===== config.mk =====
export PLATFORM = sky130hd
export DESIGN_NAME = gfx_cmd_issuer
export DESIGN_NICKNAME = d
export VERILOG_FILES = /design/src/rtl/gfx_cmd_issuer.sv
export SDC_FILE = /design/constraint.sdc
export NUM_CORES = 1
export LEC_CHECK = 0
export CORE_MARGIN = 1
export CORE_UTILIZATION = 54
export DETAILED_ROUTE_END_ITERATION = 8
export GPL_TIMING_DRIVEN = 0
export PLACE_DENSITY = 0.77
export SETUP_SLACK_MARGIN = 0.02
export SLEW_MARGIN = 30
export SYNTH_ARGS = -nofsm -noshare
export SYNTH_HDL_FRONTEND = slang
export SYNTH_SLANG_ARGS = --single-unit

===== constraint.sdc =====
create_clock -name clk -period 2.15 [get_ports clk]
set_input_delay 0.3225 -clock clk [delete_from_list [all_inputs] [get_ports clk]]
set_output_delay 0.3225 -clock clk [all_outputs]
set_load 0.05 [all_outputs]

===== src/rtl/gfx_cmd_issuer.sv =====
// -----------------------------------------------------------------------------
// gfx_cmd_issuer
//
// Host-side serializer for the CCU command protocol. One parallel draw request
// (point or line) becomes a byte stream on `cmd`, one byte per clock:
//   point : 'P'(80), X0, Y0, colour
//   line  : 'L'(76), Xs, Ys, Xe, Ye, colour, SETUP_PAD x PAD_BYTE, Xs, Ys
//           then GAP_CYCLES cycles of PAD_BYTE before the next opcode.
// Line endpoints are ordered so that Xs <= Xe (equal X keeps the given order).
//
// Optional feature macro: GFX_CMD_QUEUE_EN
//   defined   : one-entry request queue. req_ready = queue empty, so a request
//               can be taken while a frame or gap is running. It starts in the
//               cycle after the running frame (point) or gap (line) ends.
//   undefined : no queue, req_ready is high only while idle.
//
// Parameters:
//   PAD_BYTE   byte driven when no frame byte is due (must not be 76 or 80)
//   SETUP_PAD  pad bytes between colour and the trailing Xs (0..7)
//   GAP_CYCLES pad cycles after a line frame (0 skips the gap)
//
// Ports:
//   clk, rst          single clock, synchronous active-high reset
//   req_valid/ready   request handshake, fields captured on the accepting edge
//   req_line          1 = line, 0 = point
//   req_x0..req_y1    coordinates, req_colour colour byte
//   cmd               registered command byte to the CCU
//   busy              high while a frame or its gap is in progress
//   frame_done        one-cycle pulse in the cycle after the last frame byte
// -----------------------------------------------------------------------------
module gfx_cmd_issuer #(
    parameter logic [7:0] PAD_BYTE   = 8'd0,
    parameter int         SETUP_PAD  = 5,
    parameter int         GAP_CYCLES = 4
) (
    input  logic       clk,
    input  logic       rst,
    input  logic       req_valid,
    output logic       req_ready,
    input  logic       req_line,
    input  logic [7:0] req_x0,
    input  logic [7:0] req_y0,
    input  logic [7:0] req_x1,
    input  logic [7:0] req_y1,
    input  logic [7:0] req_colour,
    output logic [7:0] cmd,
    output logic       busy,
    output logic       frame_done
);

    localparam logic [7:0] OP_POINT   = 8'd80;
    localparam logic [7:0] OP_LINE    = 8'd76;
    localparam logic [3:0] POINT_LAST = 4'd3;
    // Trailing Xs/Ys of a line sit right after the setup pad run.
    localparam logic [3:0] TAIL_X     = 4'(SETUP_PAD + 6);
    localparam logic [3:0] TAIL_Y     = 4'(SETUP_PAD + 7);
    localparam logic [3:0] LINE_LAST  = TAIL_Y;
    localparam logic       HAS_GAP    = (GAP_CYCLES > 0) ? 1'b1 : 1'b0;
    localparam int         GAP_LAST_I = (GAP_CYCLES > 0) ? (GAP_CYCLES - 1) : 0;
    localparam logic [7:0] GAP_LAST   = 8'(GAP_LAST_I);

    typedef enum logic [1:0] {
        IDLE = 2'd0,
        SEND = 2'd1,
        GAP  = 2'd2
    } state_t;

    // A request after endpoint ordering; this is what a frame is built from.
    typedef struct packed {
        logic       line;
        logic [7:0] xs;
        logic [7:0] ys;
        logic [7:0] xe;
        logic [7:0] ye;
        logic [7:0] colour;
    } frame_t;

    // Orders line endpoints by X; points keep their coordinate untouched.
    function automatic frame_t normalise(input logic       line,
                                         input logic [7:0] x0,
                                         input logic [7:0] y0,
                                         input logic [7:0] x1,
                                         input logic [7:0] y1,
                                         input logic [7:0] colour);
        frame_t f;
        f.line   = line;
        f.colour = colour;
        if (line && (x1 < x0)) begin
            f.xs = x1;
            f.ys = y1;
            f.xe = x0;
            f.ye = y0;
        end else begin
            f.xs = x0;
            f.ys = y0;
            f.xe = x1;
            f.ye = y1;
        end
        return f;
    endfunction

    // Byte at position idx of the frame described by f.
    function automatic logic [7:0] frame_byte(input frame_t f, input logic [3:0] idx);
        logic [7:0] b;
        b = PAD_BYTE;
        if (!f.line) begin
            case (idx)
                4'd0:    b = OP_POINT;
                4'd1:    b = f.xs;
                4'd2:    b = f.ys;
                4'd3:    b = f.colour;
                default: b = PAD_BYTE;
            endcase
        end else begin
            case (idx)
                4'd0:    b = OP_LINE;
                4'd1:    b = f.xs;
                4'd2:    b = f.ys;
                4'd3:    b = f.xe;
                4'd4:    b = f.ye;
                4'd5:    b = f.colour;
                default: begin
                    if (idx == TAIL_X) begin
                        b = f.xs;
                    end else if (idx == TAIL_Y) begin
                        b = f.ys;
                    end else begin
                        b = PAD_BYTE;
                    end
                end
            endcase
        end
        return b;
    endfunction

    state_t     state_r;
    frame_t     cur_r;
    logic [3:0] idx_r;
    logic [7:0] gap_cnt_r;
    logic [7:0] cmd_r;
    logic       busy_r;
    logic       done_r;
    logic       ready_r;

    logic       accept_s;
    frame_t     incoming_s;
    logic       last_byte_s;
    logic       gap_end_s;
    logic       enter_gap_s;
    logic       release_s;
    logic       start_s;
    frame_t     start_req_s;
    state_t     next_state_s;
    logic       ready_next_s;

`ifdef GFX_CMD_QUEUE_EN
    logic       q_valid_r;
    frame_t     q_req_r;
    logic       q_load_s;
    logic       q_clear_s;
    logic       q_valid_next_s;
`endif

    // Frame sequencing decisions: accept, end of frame/gap, what starts next.
    always_comb begin
        accept_s    = req_valid && ready_r;
        incoming_s  = normalise(req_line, req_x0, req_y0, req_x1, req_y1, req_colour);
        last_byte_s = (state_r == SEND) &&
                      (idx_r == (cur_r.line ? LINE_LAST : POINT_LAST));
        gap_end_s   = (state_r == GAP) && (gap_cnt_r == GAP_LAST);
        enter_gap_s = last_byte_s && cur_r.line && HAS_GAP;
        // release: the running frame (or its gap) ends on this edge
        release_s   = (last_byte_s && !enter_gap_s) || gap_end_s;
        start_s     = 1'b0;
        start_req_s = incoming_s;
`ifdef GFX_CMD_QUEUE_EN
        q_load_s    = 1'b0;
        q_clear_s   = 1'b0;
        if (state_r == IDLE) begin
            // idle with an empty queue: bypass straight into the frame
            start_s = accept_s;
        end else if (release_s && q_valid_r) begin
            start_s     = 1'b1;
            start_req_s = q_req_r;
            q_clear_s   = 1'b1;
        end else if (release_s) begin
            // request arriving on the very edge the predecessor ends
            start_s = accept_s;
        end else begin
            q_load_s = accept_s;
        end
        if (q_load_s) begin
            q_valid_next_s = 1'b1;
        end else if (q_clear_s) begin
            q_valid_next_s = 1'b0;
        end else begin
            q_valid_next_s = q_valid_r;
        end
`else
        if (state_r == IDLE) begin
            start_s = accept_s;
        end else begin
            start_s = 1'b0;
        end
`endif
        if (start_s) begin
            next_state_s = SEND;
        end else if (enter_gap_s) begin
            next_state_s = GAP;
        end else if (release_s) begin
            next_state_s = IDLE;
        end else begin
            next_state_s = state_r;
        end
`ifdef GFX_CMD_QUEUE_EN
        ready_next_s = !q_valid_next_s;
`else
        ready_next_s = (next_state_s == IDLE);
`endif
    end

    // Issuer FSM with registered cmd/busy/frame_done/req_ready.
    always_ff @(posedge clk) begin
        if (rst) begin
            state_r   <= IDLE;
            cur_r     <= '0;
            idx_r     <= 4'd0;
            gap_cnt_r <= 8'd0;
            cmd_r     <= PAD_BYTE;
            busy_r    <= 1'b0;
            done_r    <= 1'b0;
            ready_r   <= 1'b0;
`ifdef GFX_CMD_QUEUE_EN
            q_valid_r <= 1'b0;
            q_req_r   <= '0;
`endif
        end else begin
            state_r <= next_state_s;
            busy_r  <= (next_state_s != IDLE);
            done_r  <= last_byte_s;
            ready_r <= ready_next_s;
            if (start_s) begin
                cur_r <= start_req_s;
                idx_r <= 4'd0;
                cmd_r <= frame_byte(start_req_s, 4'd0);
            end else if ((state_r == SEND) && !last_byte_s) begin
                idx_r <= idx_r + 4'd1;
                cmd_r <= frame_byte(cur_r, idx_r + 4'd1);
            end else begin
                cmd_r <= PAD_BYTE;
            end
            if (enter_gap_s) begin
                gap_cnt_r <= 8'd0;
            end else if (state_r == GAP) begin
                gap_cnt_r <= gap_cnt_r + 8'd1;
            end else begin
                gap_cnt_r <= gap_cnt_r;
            end
`ifdef GFX_CMD_QUEUE_EN
            q_valid_r <= q_valid_next_s;
            if (q_load_s) begin
                q_req_r <= incoming_s;
            end else begin
                q_req_r <= q_req_r;
            end
`endif
        end
    end

    assign cmd        = cmd_r;
    assign busy       = busy_r;
    assign frame_done = done_r;
    assign req_ready  = ready_r;

endmodule


==> report_table.html, run 1 <==
<table>
<tr><th>Metric</th><th>Value</th></tr>
<tr><th colspan="2">Outcome</th></tr>
<tr><td>Result of the run</td><td>finished clean</td></tr>
<tr><th colspan="2">Placed design</th></tr>
<tr><td>Count of input and output buffers</td><td>53</td></tr>
<tr><td>Placement Cell Area</td><td>0.00406 mm²</td></tr>
<tr><td>Total placed cells including tap cells</td><td>534</td></tr>
<tr><td>Final estimated routing congestion in global placement</td><td>0.914</td></tr>
<tr><td>Dpl ws</td><td>-0.711 ns</td></tr>
<tr><td>HPWL Detailed</td><td>6940 µm</td></tr>
<tr><th colspan="2">Setup path</th></tr>
<tr><td>Startpoint-to-endpoint class of the critical path</td><td>reg2reg</td></tr>
<tr><td>Crit path DAT</td><td>2.31 ns</td></tr>
<tr><td>CP top delay family</td><td>compound AO/OA/AOI/OAI gates</td></tr>
<tr><td>Kind of start point of the critical path</td><td>register</td></tr>
<tr><td>Critical path capture point type</td><td>register</td></tr>
<tr><td>Worst-path cell with the longest stage delay</td><td>dfxtp_2</td></tr>
<tr><td>Required arrival time at the worst endpoint</td><td>2.38 ns</td></tr>
<tr><td>Sum of buffers and inverters on the critical path</td><td>2</td></tr>
<tr><td>Top fanout value on the critical path</td><td>10</td></tr>
<tr><td>Maximum single-stage delay on the critical path</td><td>0.44 ns</td></tr>
<tr><td>Ordered cell list for the critical path</td><td>ha_1 &gt; clkbuf_4 &gt; nor2_1 &gt; a21o_1 &gt; a21oi_4 &gt; nor2b_1 &gt; buf_2 &gt; a211oi_1 &gt; o22ai_1</td></tr>
<tr><th colspan="2">Route</th></tr>
<tr><td>Count of TritonRoute iterations in the first routing pass</td><td>5</td></tr>
<tr><td>Total via count in the routed design</td><td>3393</td></tr>
<tr><td>Number of antenna-violating nets in the routed design</td><td>0</td></tr>
<tr><td>Top layer reached by signal wires</td><td>met4</td></tr>
<tr><td>Sum of routed wire segments on met1</td><td>4430 µm</td></tr>
<tr><td>Met3 routed wirelength</td><td>745 µm</td></tr>
<tr><td>Met2 Routed Length</td><td>4410 µm</td></tr>
<tr><td>Routed wire length</td><td>just under 10000 µm</td></tr>
<tr><td>Vias per cell</td><td>6.11</td></tr>
<tr><td>Number of DRC markers in iteration 0</td><td>443</td></tr>
<tr><td>DRC viols</td><td>0</td></tr>
<tr><td>Final routed wire length divided by cell count</td><td>17.8 µm</td></tr>
<tr><th colspan="2">CTS</th></tr>
<tr><td>H-tree Lvls</td><td>3</td></tr>
<tr><td>Hold-fix buffers, CTS</td><td>0</td></tr>
<tr><td>Buffer type at the clock tree root</td><td>clkbuf_8</td></tr>
<tr><td>Clock tree from TritonCTS</td><td>yes</td></tr>
<tr><td>Clock transition at the registers of the reported paths</td><td>approximately 0.08 ns</td></tr>
<tr><td>Longest Clk Path Bufs</td><td>2</td></tr>
<tr><td>Number of CTS-inserted buffers</td><td>9</td></tr>
<tr><td># clock sinks</td><td>66</td></tr>
<tr><td>Later-pin clock latency in the skew report</td><td>0.36 ns</td></tr>
<tr><th colspan="2">Logic synthesis</th></tr>
<tr><td>Simple-gate area share of the yosys netlist</td><td>17.7%</td></tr>
<tr><td>Cell taking the most area after synthesis</td><td>dfxtp_1</td></tr>
<tr><td>Mapped cell area</td><td>0.00344 mm²</td></tr>
<tr><td>Post-Synth Adder-Cell Area</td><td>under 10%</td></tr>
<tr><td>Synth unique cells</td><td>47</td></tr>
<tr><td>Most repeated cell in the gate-level netlist after synthesis</td><td>dfxtp_1</td></tr>
<tr><td>Most common library cells after synthesis</td><td>dfxtp_1 (66), nand2_1 (55), o21ai_0 (32)</td></tr>
<tr><td>Average cell area after synthesis</td><td>8.47 µm²</td></tr>
<tr><td>Net Count, Synth</td><td>463</td></tr>
<tr><td>Count of flip-flops with a built-in enable after synthesis</td><td>0</td></tr>
<tr><td>Area fraction in compound gates after synthesis</td><td>22.5%</td></tr>
<tr><td>Share of flip-flops with an asynchronous set or reset</td><td>0%</td></tr>
<tr><td>Most used flip-flop cell after synthesis</td><td>dfxtp_1</td></tr>
<tr><td>Total number of yosys warnings</td><td>0</td></tr>
<tr><td>Main combinational cell family by area after synthesis</td><td>compound AO/OA/AOI/OAI gates</td></tr>
<tr><td>Most area-consuming cells after synthesis</td><td>dfxtp_1 (38%), mux2i_1 (8.4%), nand2_1 (6.0%)</td></tr>
<tr><td>Mux share of post-synthesis cell area</td><td>8.44%</td></tr>
<tr><td>Part of the Yosys area used for sequential elements</td><td>38.4%</td></tr>
<tr><td>Flops &amp; latches, synth</td><td>66</td></tr>
<tr><td>Post-synthesis instance total</td><td>~410</td></tr>
<tr><td>Post-Synth XOR/XNOR Area</td><td>3.53%</td></tr>
<tr><td>Portion of synthesized cell area occupied by the leading cell type</td><td>38.4%</td></tr>
<tr><th colspan="2">Layout</th></tr>
<tr><td>Final antenna diode count</td><td>0</td></tr>
<tr><td>Sequential standard cell area</td><td>0.00133 mm²</td></tr>
<tr><td>Area Growth Syn to Fin</td><td>29.5%</td></tr>
<tr><td>Post-route non-filler standard cell count</td><td>~560</td></tr>
<tr><td>Post-Layout Inst Area</td><td>approximately 0.0045 mm²</td></tr>
<tr><td>Fraction of final layout cells sized beyond drive strength 1</td><td>11.7%</td></tr>
<tr><td>Footprint of the multi-input gates</td><td>0.00209 mm²</td></tr>
<tr><td>Net count, final</td><td>532</td></tr>
<tr><td>Fill cell total of the finished layout</td><td>475</td></tr>
<tr><th colspan="2">Global routing</th></tr>
<tr><td>Wire length of the first global-routing pass</td><td>14900 µm</td></tr>
<tr><td>GRT Resource Usage Total</td><td>30.3%</td></tr>
<tr><td>Pin count of the biggest net entering global routing</td><td>12</td></tr>
<tr><td>Initial antenna violation count</td><td>0</td></tr>
<tr><td>Vias in the first global route</td><td>3034</td></tr>
<tr><td>Remaining global-route overflow</td><td>0</td></tr>
<tr><th colspan="2">Die</th></tr>
<tr><td>Die area</td><td>0.00669 mm²</td></tr>
<tr><td>Number of rows in the core area</td><td>28</td></tr>
<tr><td>Height of the chip</td><td>81.8 µm</td></tr>
<tr><td>DIE WIDTH</td><td>81.8 µm</td></tr>
<tr><td>Io pins</td><td>55</td></tr>
<tr><td>Starting Density</td><td>57.1%</td></tr>
<tr><td>Placeable core region</td><td>about 0.006 mm²</td></tr>
<tr><th colspan="2">Power</th></tr>
<tr><td>Max rail drop VDD</td><td>0.000482 V</td></tr>
<tr><td>Leakage dissipation</td><td>1.74 nW</td></tr>
<tr><td>Total chip power</td><td>2.73 mW</td></tr>
<tr><td>Cell Pwr Density</td><td>612 mW/mm²</td></tr>
<tr><th colspan="2">Timing</th></tr>
<tr><td>Layout Skew</td><td>0.0113 ns</td></tr>
<tr><td>Final WS setup</td><td>0.0698 ns</td></tr>
<tr><td>Relative slew slack</td><td>about three fifths</td></tr>
<tr><td>Unrepaired setup endpoints after global routing</td><td>yes</td></tr>
<tr><td>Final min period</td><td>2.08 ns</td></tr>
<tr><td>Hold violation count in the final report</td><td>0</td></tr>
<tr><td>Number of setup violations in the final report</td><td>0</td></tr>
<tr><td>Slew @ Worst Pin</td><td>about 0.61 ns</td></tr>
<tr><td>Final clock period utilization by the worst path</td><td>between 90% and 100%</td></tr>
<tr><td>Max Fclk</td><td>0.481 GHz</td></tr>
<tr><td>Worst hold slack across all endpoints</td><td>0.298 ns</td></tr>
<tr><td>Final count of pins violating max slew</td><td>0</td></tr>
<tr><th colspan="2">Flow run</th></tr>
<tr><td>Count of maximum capacitance violations</td><td>0</td></tr>
<tr><th colspan="2">Min path</th></tr>
<tr><td>Worst Hold Class</td><td>in2reg</td></tr>
</table>
[cell families (layout without fill, tap and decap cells)]
kind of cell,count (synthesis),count (layout)
mux,29,29
xor+xnor,13,13
flops,66,66
fa+ha+maj,13,13
buf+inv,40,114
compound gates,117,117
simple gates,128,128
[routing by layer]
metal  track usage, %  vias up
met2             46.3      176
met5                0        -
met4             14.0        0
met1             41.2     1558
met3             5.22       36
li1                 -     1623
[through the flow]
step | util (%) | setup TNS (ns)
5_1_grt | 73.9 | -0.0590
3_3_place_gp | 67.4 | -18.36
3_5_place_dp | 67.4 | -20.17
6_report | 73.9 | 0
2_1_floorplan | - | 0
4_1_cts | 71.8 | 0
[final timing paths]
| check | end | startpoint | slack (ns) | cells past startpoint |
|---|---|---|---|---|
| max | cmd[7] | idx_r[1] | 0.07 | 9 |
| min | state_r[0] | rst | 0.30 | 2 |
| max reg2reg | cmd[7] | idx_r[1] | 0.07 | 9 |
| min reg2reg | cur_r[9] | cur_r[9] | 0.47 | 2 |
[timing repair]
action,CTS,global route
resized for setup,21,27
endpoints found under the hold margin,0,0
endpoints found under the setup margin,48,42
pin swaps,3,1
setup buffers,3,2
cloned,1,0
[registers in the layout, indices dropped and copies added, names as in the netlist]
name	flops
frame_done	1
state_r	2
cmd	8
req_ready	1
cur_r	41
idx_r	4
busy	1
gap_cnt_r	8
[final cells by class]
cell class                      count  area share (%)
Timing Repair Buffer               59            13.0
Buffer                             26            3.23
Sequential cell                    66            29.8
Multi-Input combinational cell    300            46.9
Inverter                           13            1.10
Tap cell                           75            2.11
Clock inverter                      5           0.675
Clock buffer                       11            3.18
[layout by cell type (no fill, tap or decap), types with 13 or more instances in the layout]
cell	instances
nand2_1	55
a21oi_1	15
dfxtp_1	62
nor2_1	26
clkbuf_1	14
clkdlybuf4s50_1	53
o21ai_0	31
mux2i_1	29
nand3_1	13
[report_power, final]
| part | total [mW] | switching (mW) | leakage, nW | internal (mW) |
|---|---|---|---|---|
| registers | 1.33 | 0.0548 | 0.538 | 1.28 |
| logic | 0.468 | 0.248 | 1.11 | 0.220 |
| clock network | 0.924 | 0.481 | 0.0851 | 0.443 |
| total | 2.73 | 0.783 | 1.74 | 1.94 |
Power figures use the tool's default switching activity.
==> run 2, diff against run 1 <==
RECOVER_POWER = 100   (was unset)
==> results of run 2 <==
No change in the layout: final DEF, timing and power equal those of run 1.
==> run 3, diff against run 2 <==
PLACE_DENSITY = 0.8   (was 0.77)
==> run 3 against run 2 <==
The run now ends with negative setup slack left. Clock power increased by 13%. Sequential cell count unchanged. Combinational power increased by 12%. Count of clock-buffer cells in the layout unchanged. Register-to-register slack improved by 0.04 ns. First-iteration DRC count decreased by 24%. Core utilization increased by 1.9 points. Final cell count decreased by 0.18%. Critical path depth increased by 2. Worst hold slack improved by 0.014 ns. Via count increased by 4.3%. Highest routed layer unchanged.
==> report_table.html, run 3 (synthesized netlist as in run 1, its figures left out) <==
<table>
<tr><th>Metric</th><th>Value</th></tr>
<tr><th colspan="2">Layout</th></tr>
<tr><td>Post-Layout Inst Area</td><td>0.00457 mm² (+2.6%)</td></tr>
<tr><td>Fraction of final layout cells sized beyond drive strength 1</td><td>12.9% (+1.3 points)</td></tr>
<tr><td>Net count, final</td><td>533 (+0.19%)</td></tr>
<tr><td>Area Growth Syn to Fin</td><td>32.9%</td></tr>
<tr><td>Sequential standard cell area</td><td>0.00133 mm² (about the same)</td></tr>
<tr><td>Post-route non-filler standard cell count</td><td>554 (-0.18%)</td></tr>
<tr><td>Register with the most flip-flops</td><td>cur_r</td></tr>
<tr><td>Most frequent cells in the layout</td><td>dfxtp_1 (63), nand2_1 (55), clkdlybuf4s50_1 (38)</td></tr>
<tr><td>Most common library cell in the layout ignoring fill and taps</td><td>dfxtp_1</td></tr>
<tr><td>Footprint of the multi-input gates</td><td>0.00211 mm² (+0.96%)</td></tr>
<tr><td>Final antenna diode count</td><td>0 (unchanged)</td></tr>
<tr><td>Fill cell total of the finished layout</td><td>443 (-6.7%)</td></tr>
<tr><td>Max reg flops</td><td>41 (unchanged)</td></tr>
<tr><th colspan="2">Route</th></tr>
<tr><td>Final routed wire length divided by cell count</td><td>19.3 µm (+8.8%)</td></tr>
<tr><td>Total via count in the routed design</td><td>3539 (+4.3%)</td></tr>
<tr><td>Number of DRC markers in iteration 0</td><td>337 (-24%)</td></tr>
<tr><td>DRC viols</td><td>0 (unchanged)</td></tr>
<tr><td>Vias per cell</td><td>6.39 (+4.5%)</td></tr>
<tr><td>Number of antenna-violating nets in the routed design</td><td>0 (unchanged)</td></tr>
<tr><td>Routed wire length</td><td>10700 µm (+8.6%)</td></tr>
<tr><td>Count of TritonRoute iterations in the first routing pass</td><td>5 (unchanged)</td></tr>
<tr><th colspan="2">Setup path</th></tr>
<tr><td>Kind of start point of the critical path</td><td>input port</td></tr>
<tr><td>Sum of buffers and inverters on the critical path</td><td>4 (+2)</td></tr>
<tr><td>Required arrival time at the worst endpoint</td><td>2.35 ns (-0.03 ns)</td></tr>
<tr><td>Ordered cell list for the critical path</td><td>clkdlybuf4s50_1 &gt; inv_1 &gt; ha_4 &gt; nand3_1 &gt; nand2_1 &gt; a41oi_2 &gt; o21ai_2 &gt; buf_6 &gt; buf_12 &gt; mux2i_1 &gt; o21ai_0</td></tr>
<tr><td>Critical R2R Launch</td><td>idx_r[0]</td></tr>
<tr><td>CP top delay family</td><td>buffers and inverters</td></tr>
<tr><td>Critical path capture point type</td><td>register</td></tr>
<tr><td>Capturing instance or port of the critical path</td><td>cur_r[11]</td></tr>
<tr><td>Critical register-to-register path endpoint</td><td>cmd[2]</td></tr>
<tr><td>Top fanout value on the critical path</td><td>5 (-5)</td></tr>
<tr><td>Worst setup slack for register-to-register paths</td><td>0.11 ns (+0.04 ns)</td></tr>
<tr><td>Worst-case reg-to-reg path depth</td><td>7 (-2)</td></tr>
<tr><td>Logic depth of the worst path, buffers included</td><td>11 (+2)</td></tr>
<tr><td>Startpoint-to-endpoint class of the critical path</td><td>in2reg</td></tr>
<tr><td>Maximum single-stage delay on the critical path</td><td>0.47 ns (+0.03 ns)</td></tr>
<tr><td>Worst-path cell with the longest stage delay</td><td>clkdlybuf4s50_1</td></tr>
<tr><td>Crit path DAT</td><td>2.45 ns (+0.14 ns)</td></tr>
<tr><td>Critical Path Source</td><td>req_x0[5]</td></tr>
<tr><th colspan="2">CTS</th></tr>
<tr><td>Longest Clk Path Bufs</td><td>2 (unchanged)</td></tr>
<tr><td># clock sinks</td><td>66 (unchanged)</td></tr>
<tr><td>Clock tree from TritonCTS</td><td>yes</td></tr>
<tr><td>Hold-fix buffers, CTS</td><td>0 (unchanged)</td></tr>
<tr><td>Later-pin clock latency in the skew report</td><td>0.35 ns (about the same)</td></tr>
<tr><td>Clock transition at the registers of the reported paths</td><td>0.07 ns (about the same)</td></tr>
<tr><td>H-tree Lvls</td><td>3 (unchanged)</td></tr>
<tr><td>Number of CTS-inserted buffers</td><td>9 (unchanged)</td></tr>
<tr><td>Buffer type at the clock tree root</td><td>clkbuf_8</td></tr>
<tr><th colspan="2">Die</th></tr>
<tr><td>Placeable core region</td><td>0.00603 mm² (unchanged)</td></tr>
<tr><td>Starting Density</td><td>57.1% (unchanged)</td></tr>
<tr><td>DIE WIDTH</td><td>81.8 µm (unchanged)</td></tr>
<tr><td>Io pins</td><td>55 (unchanged)</td></tr>
<tr><td>Height of the chip</td><td>81.8 µm (unchanged)</td></tr>
<tr><td>Number of rows in the core area</td><td>28 (unchanged)</td></tr>
<tr><td>Die area</td><td>0.00669 mm² (unchanged)</td></tr>
<tr><th colspan="2">Min path</th></tr>
<tr><td>Hold path start</td><td>rst</td></tr>
<tr><td>Worst Hold Class</td><td>in2reg</td></tr>
<tr><th colspan="2">Outcome</th></tr>
<tr><td>Result of the run</td><td>finished, violations left</td></tr>
<tr><td>Violated checks</td><td>negative setup slack</td></tr>
<tr><th colspan="2">Timing</th></tr>
<tr><td>Unrepaired setup endpoints after global routing</td><td>yes</td></tr>
<tr><td>Hold violation count in the final report</td><td>0 (unchanged)</td></tr>
<tr><td>Final count of pins violating max slew</td><td>0 (unchanged)</td></tr>
<tr><td>Setup Total Neg Slack</td><td>-0.188 ns (-0.188 ns)</td></tr>
<tr><td>Layout Skew</td><td>0.00903 ns (-0.00223 ns)</td></tr>
<tr><td>Relative slew slack</td><td>57.4% (-1.5 points)</td></tr>
<tr><td>Worst hold slack across all endpoints</td><td>0.311 ns (+0.0136 ns)</td></tr>
<tr><td>Slew @ Worst Pin</td><td>0.634 ns (+0.0225 ns)</td></tr>
<tr><td>Max Fclk</td><td>0.444 GHz (-7.6%)</td></tr>
<tr><td>Final min period</td><td>2.25 ns (+0.171 ns)</td></tr>
<tr><td>Number of setup violations in the final report</td><td>3 (+3)</td></tr>
<tr><td>Final clock period utilization by the worst path</td><td>105% (+7.9 points)</td></tr>
<tr><td>Final WS setup</td><td>-0.101 ns (-0.171 ns)</td></tr>
<tr><th colspan="2">Placed design</th></tr>
<tr><td>Placement Cell Area</td><td>0.00406 mm² (unchanged)</td></tr>
<tr><td>Count of input and output buffers</td><td>53 (unchanged)</td></tr>
<tr><td>Total placed cells including tap cells</td><td>534 (unchanged)</td></tr>
<tr><td>HPWL Detailed</td><td>6880 µm (-0.78%)</td></tr>
<tr><td>Dpl ws</td><td>-0.715 ns (-0.00391 ns)</td></tr>
<tr><td>Final estimated routing congestion in global placement</td><td>0.922 (+0.83%)</td></tr>
<tr><th colspan="2">Global routing</th></tr>
<tr><td>Vias in the first global route</td><td>3136 (+3.4%)</td></tr>
<tr><td>Initial antenna violation count</td><td>0 (unchanged)</td></tr>
<tr><td>Remaining global-route overflow</td><td>0 (unchanged)</td></tr>
<tr><td>Pin count of the biggest net entering global routing</td><td>11 (-1)</td></tr>
<tr><td>Wire length of the first global-routing pass</td><td>15400 µm (+3.4%)</td></tr>
<tr><td>GRT Resource Usage Total</td><td>31.3% (+1.0 points)</td></tr>
<tr><th colspan="2">Power</th></tr>
<tr><td>Max rail drop VDD</td><td>0.000403 V (-16%)</td></tr>
<tr><td>Leakage dissipation</td><td>1.83 nW (+5.6%)</td></tr>
<tr><td>Cell Pwr Density</td><td>634 mW/mm² (+3.5%)</td></tr>
<tr><th colspan="2">Flow run</th></tr>
<tr><td>Count of maximum capacitance violations</td><td>0 (unchanged)</td></tr>
</table>
[run 3: layout make-up]
class / count / area share, %
inverters: 13 / 1.07
well taps: 75 / 2.05
plain buffers: 26 / 3.70
clock inverters: 3 / 0.876
multi-input cells: 300 / 46.1
clock buffers: 11 / 3.31
repair buffers: 60 / 13.8
flip-flops and latches: 66 / 29.1
[run 3: through the flow]
step / total power, mW / utilization [%]
after floorplan: 1.59 / -
after global placement: 1.76 / 67.4
after detailed placement: 1.78 / 67.4
after CTS: 2.83 / 72.5
after global routing: 3.01 / 75.8
final: 2.89 / 75.8
[run 3: layer usage]
metal  global-route usage [%]  up-vias  wire, µm
met2                     50.2      210      5120
met5                        0        -         0
met1                     39.7     1656      4280
met3                     6.56       51       817
met4                     14.9        0       486
li1                         -     1622         -
[run 3: how the worst min path moves through the flow]
| stage | endpoint | slack (ns) | cells past startpoint |
|---|---|---|---|
| after global routing | req_ready | 0.33 | 2 |
| final | req_ready | 0.31 | 2 |
| after CTS | req_ready | 0.30 | 2 |
| after global placement | cur_r[15] | 0.44 | 2 |
| after floorplan | cur_r[14] | 0.42 | 2 |
| after detailed placement | cur_r[15] | 0.45 | 2 |
[run 3: what timing repair did]
action                                  4_1_cts  5_1_grt
setup buffers                                 5        0
endpoints found under the setup margin       48       42
gates cloned                                  1        2
resized for setup                            23       40
endpoints found under the hold margin         0        0
pin swaps                                     3        3
[run 3: where the power goes]
part / internal [mW] / switching [mW]
registers: 1.28 / 0.0542
clock network: 0.582 / 0.457
logic: 0.247 / 0.276
total: 2.11 / 0.788
